## src/rtl/alu_arbiter.sv

```systemverilog
// Round-robin arbiter that shares one multi-cycle ALU between two requesters.
// Define ALU_ARB_TIMEOUT_EN to add the WAIT-state timeout and the err0/err1 outputs.
module alu_arbiter #(
  parameter int unsigned WIDTH = 16,
  parameter int unsigned OPW   = 3
`ifdef ALU_ARB_TIMEOUT_EN
  ,
  parameter int unsigned TIMEOUT_CYCLES = 64
`endif
) (
  input  logic             clk,
  input  logic             reset,
  input  logic             req0,
  input  logic [OPW-1:0]   op0,
  input  logic [WIDTH-1:0] a0,
  input  logic [WIDTH-1:0] b0,
  output logic             ack0,
  output logic [WIDTH-1:0] res_lo0,
  output logic [WIDTH-1:0] res_hi0,
  input  logic             req1,
  input  logic [OPW-1:0]   op1,
  input  logic [WIDTH-1:0] a1,
  input  logic [WIDTH-1:0] b1,
  output logic             ack1,
  output logic [WIDTH-1:0] res_lo1,
  output logic [WIDTH-1:0] res_hi1,
  output logic             alu_start,
  output logic [OPW-1:0]   alu_opcode,
  output logic [WIDTH-1:0] alu_a,
  output logic [WIDTH-1:0] alu_b,
  input  logic [WIDTH-1:0] alu_result_low,
  input  logic [WIDTH-1:0] alu_result_high,
  input  logic             alu_done,
`ifdef ALU_ARB_TIMEOUT_EN
  output logic             err0,
  output logic             err1,
`endif
  output logic             busy
);

  typedef enum logic [1:0] {StIdle, StIssue, StWait, StResp} state_e;

  state_e           state_q;
  logic             grant_q;
  logic             last_q;
  logic             pick;
  logic             start_q;
  logic             ack0_q;
  logic             ack1_q;
  logic [OPW-1:0]   opcode_q;
  logic [WIDTH-1:0] a_q;
  logic [WIDTH-1:0] b_q;
  logic [WIDTH-1:0] lo0_q;
  logic [WIDTH-1:0] hi0_q;
  logic [WIDTH-1:0] lo1_q;
  logic [WIDTH-1:0] hi1_q;

`ifdef ALU_ARB_TIMEOUT_EN
  localparam int unsigned CntW = $clog2(TIMEOUT_CYCLES + 1);
  logic            err0_q;
  logic            err1_q;
  logic [CntW-1:0] cnt_q;
  logic            timeout;

  // Fires in the last allowed WAIT cycle so RESP lands TIMEOUT_CYCLES after WAIT entry.
  assign timeout = (cnt_q == CntW'(TIMEOUT_CYCLES - 1));
  assign err0    = err0_q;
  assign err1    = err1_q;
`endif

  // On a tie the requester that did not win last time is chosen.
  assign pick = (req0 && req1) ? ~last_q : req1;

  always_ff @(posedge clk or negedge reset) begin
    if (!reset) begin
      state_q  <= StIdle;
      grant_q  <= 1'b0;
      last_q   <= 1'b1;
      start_q  <= 1'b0;
      ack0_q   <= 1'b0;
      ack1_q   <= 1'b0;
      opcode_q <= '0;
      a_q      <= '0;
      b_q      <= '0;
      lo0_q    <= '0;
      hi0_q    <= '0;
      lo1_q    <= '0;
      hi1_q    <= '0;
`ifdef ALU_ARB_TIMEOUT_EN
      err0_q   <= 1'b0;
      err1_q   <= 1'b0;
      cnt_q    <= '0;
`endif
    end else begin
      start_q <= 1'b0;
      ack0_q  <= 1'b0;
      ack1_q  <= 1'b0;
`ifdef ALU_ARB_TIMEOUT_EN
      err0_q  <= 1'b0;
      err1_q  <= 1'b0;
`endif
      unique case (state_q)
        StIdle: begin
          if (req0 || req1) begin
            grant_q  <= pick;
            last_q   <= pick;
            opcode_q <= pick ? op1 : op0;
            a_q      <= pick ? a1 : a0;
            b_q      <= pick ? b1 : b0;
            start_q  <= 1'b1;
            state_q  <= StIssue;
          end
        end
        StIssue: begin
          state_q <= StWait;
`ifdef ALU_ARB_TIMEOUT_EN
          cnt_q   <= '0;
`endif
        end
        StWait: begin
          if (alu_done) begin
            if (grant_q) begin
              lo1_q  <= alu_result_low;
              hi1_q  <= alu_result_high;
              ack1_q <= 1'b1;
            end else begin
              lo0_q  <= alu_result_low;
              hi0_q  <= alu_result_high;
              ack0_q <= 1'b1;
            end
            state_q <= StResp;
          end
`ifdef ALU_ARB_TIMEOUT_EN
          else if (timeout) begin
            if (grant_q) begin
              lo1_q  <= '0;
              hi1_q  <= '0;
              ack1_q <= 1'b1;
              err1_q <= 1'b1;
            end else begin
              lo0_q  <= '0;
              hi0_q  <= '0;
              ack0_q <= 1'b1;
              err0_q <= 1'b1;
            end
            state_q <= StResp;
          end else begin
            cnt_q <= cnt_q + CntW'(1);
          end
`endif
        end
        StResp:  state_q <= StIdle;
        default: state_q <= StIdle;
      endcase
    end
  end

  assign busy       = (state_q != StIdle);
  assign alu_start  = start_q;
  assign alu_opcode = opcode_q;
  assign alu_a      = a_q;
  assign alu_b      = b_q;
  assign ack0       = ack0_q;
  assign ack1       = ack1_q;
  assign res_lo0    = lo0_q;
  assign res_hi0    = hi0_q;
  assign res_lo1    = lo1_q;
  assign res_hi1    = hi1_q;

endmodule

```

## config.mk

```make
export PLATFORM = sky130hd
export DESIGN_NAME = alu_arbiter
export DESIGN_NICKNAME = d
export VERILOG_FILES = /design/src/rtl/alu_arbiter.sv
export SDC_FILE = /design/constraint.sdc
export NUM_CORES = 1
export LEC_CHECK = 0
export BUFFER_PORTS_ARGS = -buffer_cell sky130_fd_sc_hd__buf_2
export CAP_MARGIN = 20
export CORE_ASPECT_RATIO = 0.75
export CORE_MARGIN = 5
export CORE_UTILIZATION = 41
export DETAILED_ROUTE_END_ITERATION = 6
export GPL_ROUTABILITY_DRIVEN = 0
export PLACE_DENSITY_LB_ADDON = 0.15
export SETUP_SLACK_MARGIN = 0.1
export SYNTH_ARGS = -nofsm -noshare
export SYNTH_HDL_FRONTEND = slang
export SYNTH_SLANG_ARGS = --single-unit
```

## constraint.sdc

```tcl
create_clock -name clk -period 1.5 [get_ports clk]
set_input_delay 0.15 -clock clk [delete_from_list [all_inputs] [get_ports clk]]
set_output_delay 0.15 -clock clk [all_outputs]
set_load 0.1 [all_outputs]
```

# [Word-level counts from Yosys, hierarchy flattened]
# Index checks and enable logic that the tools add are counted.
[totals] word_cells=43 output_inout_bits=103 reg_bits=106
[op_classes] eq_ne=5 n_mux=15 reduce_logical=8 bitwise=2
[ops] op="$mux 16" n=2
[ops] op="$mux 1" n=9
[ops] op="$pmux 2 s4" n=1
[ops] op="$reduce_and 3->1" n=2
[ops] op="$eq 2x2->1 const B" n=2
[ops] op="$mux 2" n=2
[ops] op="$ne 2x2->1 const B" n=2
[ops] op="$reduce_and 2->1" n=2
[ops] op="$mux 3" n=1
[ops] op="$eq 2x1->1 const B" n=1
[ops] op="$logic_not 2->1" n=1
[ops] op="$not 1->1" n=2
[ops] op="$reduce_bool 2->1" n=1
[ops] op="$logic_and 1x1->1" n=1
[ops] op="$logic_or 1x1->1" n=1

# [Depth between registers and ports, before layout]
[depth] ltp_word=3 depth_mapped=7 depth_no_buf=6

# [Worst setup path before layout]
# OpenSTA, ideal clock, no wires.
[synth_timing] kind="flip-flop to flip-flop" startpoint="register state_q[0]" endpoint="register state_q[1]" path_stages_with_launch=6 setup_slack_ps=-237 required_time_ps=1375 synth_period_minus_slack_ps=1737 arrival_time_ps=1612 path_buffers=0 cell_sequence="dfrtp_1 -> inv_1 -> ha_1 -> inv_2 -> o32a_1 -> mux2_4"
[synth_via] elab_chain_cells=3 elab_cells_between_ends=8 classes_between="eq/ne (5); mux (1); reduce/logical (2)"
[synth_lines] item="start: declaration" line="43" source="state_e state_q;"
[synth_lines] item="start signal: assignment" line="76" source="state_q <= StIdle;"
[synth_lines] item="start signal: assignment" line="111" source="state_q <= StIssue;"
[synth_lines] item="start signal: assignment" line="115" source="state_q <= StWait;"
[synth_lines] item="$eq 2x2->1 / $logic_not 2->1 (equally long branches)" line="102" source="unique case (state_q)"
[synth_lines] item="$ne 2x2->1 (no line)"
[synth_lines] item="$reduce_and 2->1 (no line)"
# Several ways; a longest one is shown, not always the timed one.
# A chain may end at the register's enable or synchronous reset.

# [Worst setup path in the final report]
[layout_timing] startpoint="register state_q[1]" endpoint="register lo0_q[14], in the netlist res_lo0[14]"
[layout_via] elab_chain_cells=2
[layout_lines] item="$eq 2x2->1" line="102"
[layout_lines] item="$reduce_and 3->1 (no line)"
[layout_lines] item="end signal: assignment" line="127" source="lo0_q <= alu_result_low;"
[layout_lines] item="end: declaration" line="53" source="logic [WIDTH-1:0] lo0_q;"
# No other way between the ends.

==> metrics.md <==
| Metric | Value |
|---|---|
| Final worst setup slack | `-0.0391 ns` |
| Area of the die | `12600 um^2` |
| Final number of hold-violating endpoints | `0` |
| Tmin final | `1.54 ns` |
| Worst-skew pair later-pin latency | `0.34 ns` |
| Synth Area per Inst | `12.2 um^2` |
| Met1 wire length | `5350 um` |
| Chip Width | `128 um` |
| Endpoint class of the critical path | `register` |
| Final Core Density | `61.5%` |
| Total CTS buffers | `9` |
| Synth top area cells | `dfrtp_1, mux2_2, a21oi_1` |
| Syn. warnings | `0` |
| GRT Resource Usage Total | `18.8%` |
| Initial antenna violation count | `0` |
| Run status | `complete, but fails checks` |
| Failing checks | `setup timing` |
| Post-synthesis cell type with the largest combined area | `dfrtp_1` |
| Number of global-route vias before repair | `3774` |
| Critical path fanouts, max | `10` |
| Routed WL per cell | `17.5 um` |
| Largest net degree at the start of global routing | `107` |
| Headroom to the max-slew limit | `60.9%` |
| Clock sinks | `106` |
| Worst min path class | `input port to register` |
| Yosys reg bits | `106` |
| IO Port Bufs | `209` |
| Post-Syn Instances | `350` |
| Post-detail-place hpwl | `7980 um` |
| Via count | `3540` |
| Core Rows | `32` |
| Number of I/O pins | `210` |
| Initial drt markers | `172` |
| Layout area overhead | `47.2%` |
| Synth top area share | `61.3%` |
| Max_cap viols | `0` |
| H-tree Lvls | `3` |
| Routed Antenna Nets | `0` |
| Filler cells | `859` |
| Final period util | `103%` |
| Final-stage net count | `690` |
| Setup tns final | `-0.973 ns` |
| Die height | `98.5 um` |
| Slew @ Worst Pin | `0.584 ns` |
| CTS clk-pin slew, worst paths | `0.07 ns` |
| Antenna diode count | `0` |
| Max-slew violation count | `0` |
| Synth Net Count | `459` |
| Final wirelength | `12600 um` |
| Setup CP Type | `register to register` |
| Seq/Total Area, Yosys | `61.9%` |
| Crit start category | `register` |
| GRT Residual Overflow | `0` |
| Cell variety after synth | `22` |
| Starting density of the core | `41.8%` |
| Clock root buffer | `clkbuf_16` |
| DRC viols | `0` |
| Max incr delay on CP | `0.44 ns` |
| RSZ-0062 raised after global routing | `yes` |
| Critical-path cell list | `ha_4 > nand3b_1 > buf_4 > buf_12 > mux2_2` |
| Clk_skew | `0.00376 ns` |
| CTS tree | `done` |
| Fraction of layout cells with a size suffix above 1 | `56.8%` |
| Clock Tree Buf Depth | `2` |
| Synthesized area | `4290 um^2` |
| TritonRoute pass-1 iters | `4` |
| Vias/cell | `4.91` |
| Met3 Routed Length | `1060 um` |
| Top Metal Used | `met4` |
| Peak Freq | `650 MHz` |
| Slowest library cell on the worst path | `dfrtp_2` |
| Routed wl met2 | `6020 um` |
| Crit path DAT | `1.76 ns` |
| Core Box Area | `10200 um^2` |
| CP required | `1.72 ns` |
| Finish-stage setup viols | `49` |
| Global-route wire length before repair | `18900 um` |
-- registers in the layout (all words and copies together) (netlist names) --
signal / flops
alu_b: 16
res_hi1: 16
last_q: 1
res_lo1: 16
alu_opcode: 3
res_lo0: 16
alu_a: 16
state_q: 2
ack1: 1
grant_q: 1
alu_start: 1
ack0: 1
res_hi0: 16
-- through the flow --
step | instance area (um^2) | hold slack (ns) | cells | setup slack [ns]
CTS | 6060 | 0.0225 | 713 | -0.00773
detailed placement | 5560 | 0.268 | 686 | -0.0534
finish | 6310 | 0.0308 | 721 | -0.0391
global route | 6310 | 0.0313 | 721 | -0.104
floorplan | 4320 | -0.146 | 350 | 0.0210
global placement | 5560 | 0.263 | 686 | -0.0261
-- worst paths after layout --
check	startpoint	slack, ns	to	cells past startpoint
setup / recovery	state_q[1]$_DFFE_PN0P_	-0.04	res_lo0[14]$_DFFE_PN0P_	5
max in group asynchronous	reset	0.63	state_q[1]$_DFFE_PN0P_	3
setup reg to reg	state_q[1]$_DFFE_PN0P_	-0.04	res_lo0[14]$_DFFE_PN0P_	5
hold / removal	a0[4]	0.03	alu_a[4]$_DFFE_PN0P_	3
min in group asynchronous	reset	0.43	alu_b[13]$_DFFE_PN0P_	3
hold reg to reg	res_hi0[1]$_DFFE_PN0P_	0.50	res_hi0[1]$_DFFE_PN0P_	1
-- area by class of cell --
| cell class | count | area (um^2) | share of cell area (%) |
|---|---|---|---|
| Tap cell | 136 | 170 | 2.70 |
| Clock buffer | 10 | 229 | 3.63 |
| Inverter | 7 | 41.3 | 0.655 |
| Clock inverter | 5 | 80.1 | 1.27 |
| Sequential cell | 106 | 2660 | 42.1 |
| Timing Repair Buffer | 238 | 1530 | 24.2 |
| Multi-Input combinational cell | 219 | 1600 | 25.4 |
-- cell usage after synthesis --
cell type,count
buf_4,1
nand3b_1,1
nor2_1,35
a31oi_1,1
dfstp_2,1
o21ai_4,1
buf_6,6
o22a_1,1
dfrtp_1,105
ha_1,2
inv_2,2
nand3_1,1
mux2_4,1
a21oi_1,71
mux2_2,64
o32a_1,1
a21bo_2,1
inv_1,5
buf_2,12
a21boi_4,1
o21ai_1,1
nand2_1,36
-- metal layers --
| metal | vias up | global-route usage, % |
|---|---|---|
| li1 | 1662 | - |
| met1 | 1731 | 23.4 |
| met2 | 130 | 30.9 |
| met3 | 17 | 6.61 |
| met4 | 0 | 6.04 |
| met5 | - | 0 |
-- critical path, delay by kind of cell, from the launching register on --
| kind | cells | cell delay [ns] |
|---|---|---|
| DFF | 1 | 0.44 |
| muxes | 1 | 0.34 |
| buffers and inverters | 2 | 0.29 |
| adders and majority gates | 1 | 0.18 |
| and+or+nand+nor | 1 | 0.18 |
-- repair_timing --
item / 4_1_cts / 5_1_grt
setup endpoints to repair: 101 / 102
buffers inserted: 7 / 4
gates cloned: 4 / 6
pin swaps: 3 / 2
hold buffers: 1 / 0
hold endpoints to repair: 105 / 0
gates resized for setup: 16 / 26
-- kinds of logic after synthesis --
logic type               after synthesis  share of synthesized area, %
buffers and inverters                 26                          3.77
multiplexers                          65                          17.2
AO/OA/AOI/OAI                         78                          10.0
flip-flops                           106                          61.9
AND/OR/NAND/NOR                       73                          6.51
adder cells (fa/ha/maj)                2                         0.584
-- layout by cell type, fill, tap and decap left out, types with 2 or more instances in the layout --
cell type	count
buf_6	4
bufinv_16	2
nor2_1	32
ha_4	2
a21boi_4	2
nor2_2	3
clkinvlp_4	2
inv_2	2
mux2_4	19
mux2_2	46
buf_12	8
buf_16	2
nand2_1	36
buf_8	2
a21oi_1	71
buf_4	9
dfrtp_1	104
inv_1	3
buf_2	207
clkbuf_16	14
Power is not shown: default switching activity piles up to over one toggle a cycle in this logic, so the estimate is an artifact.
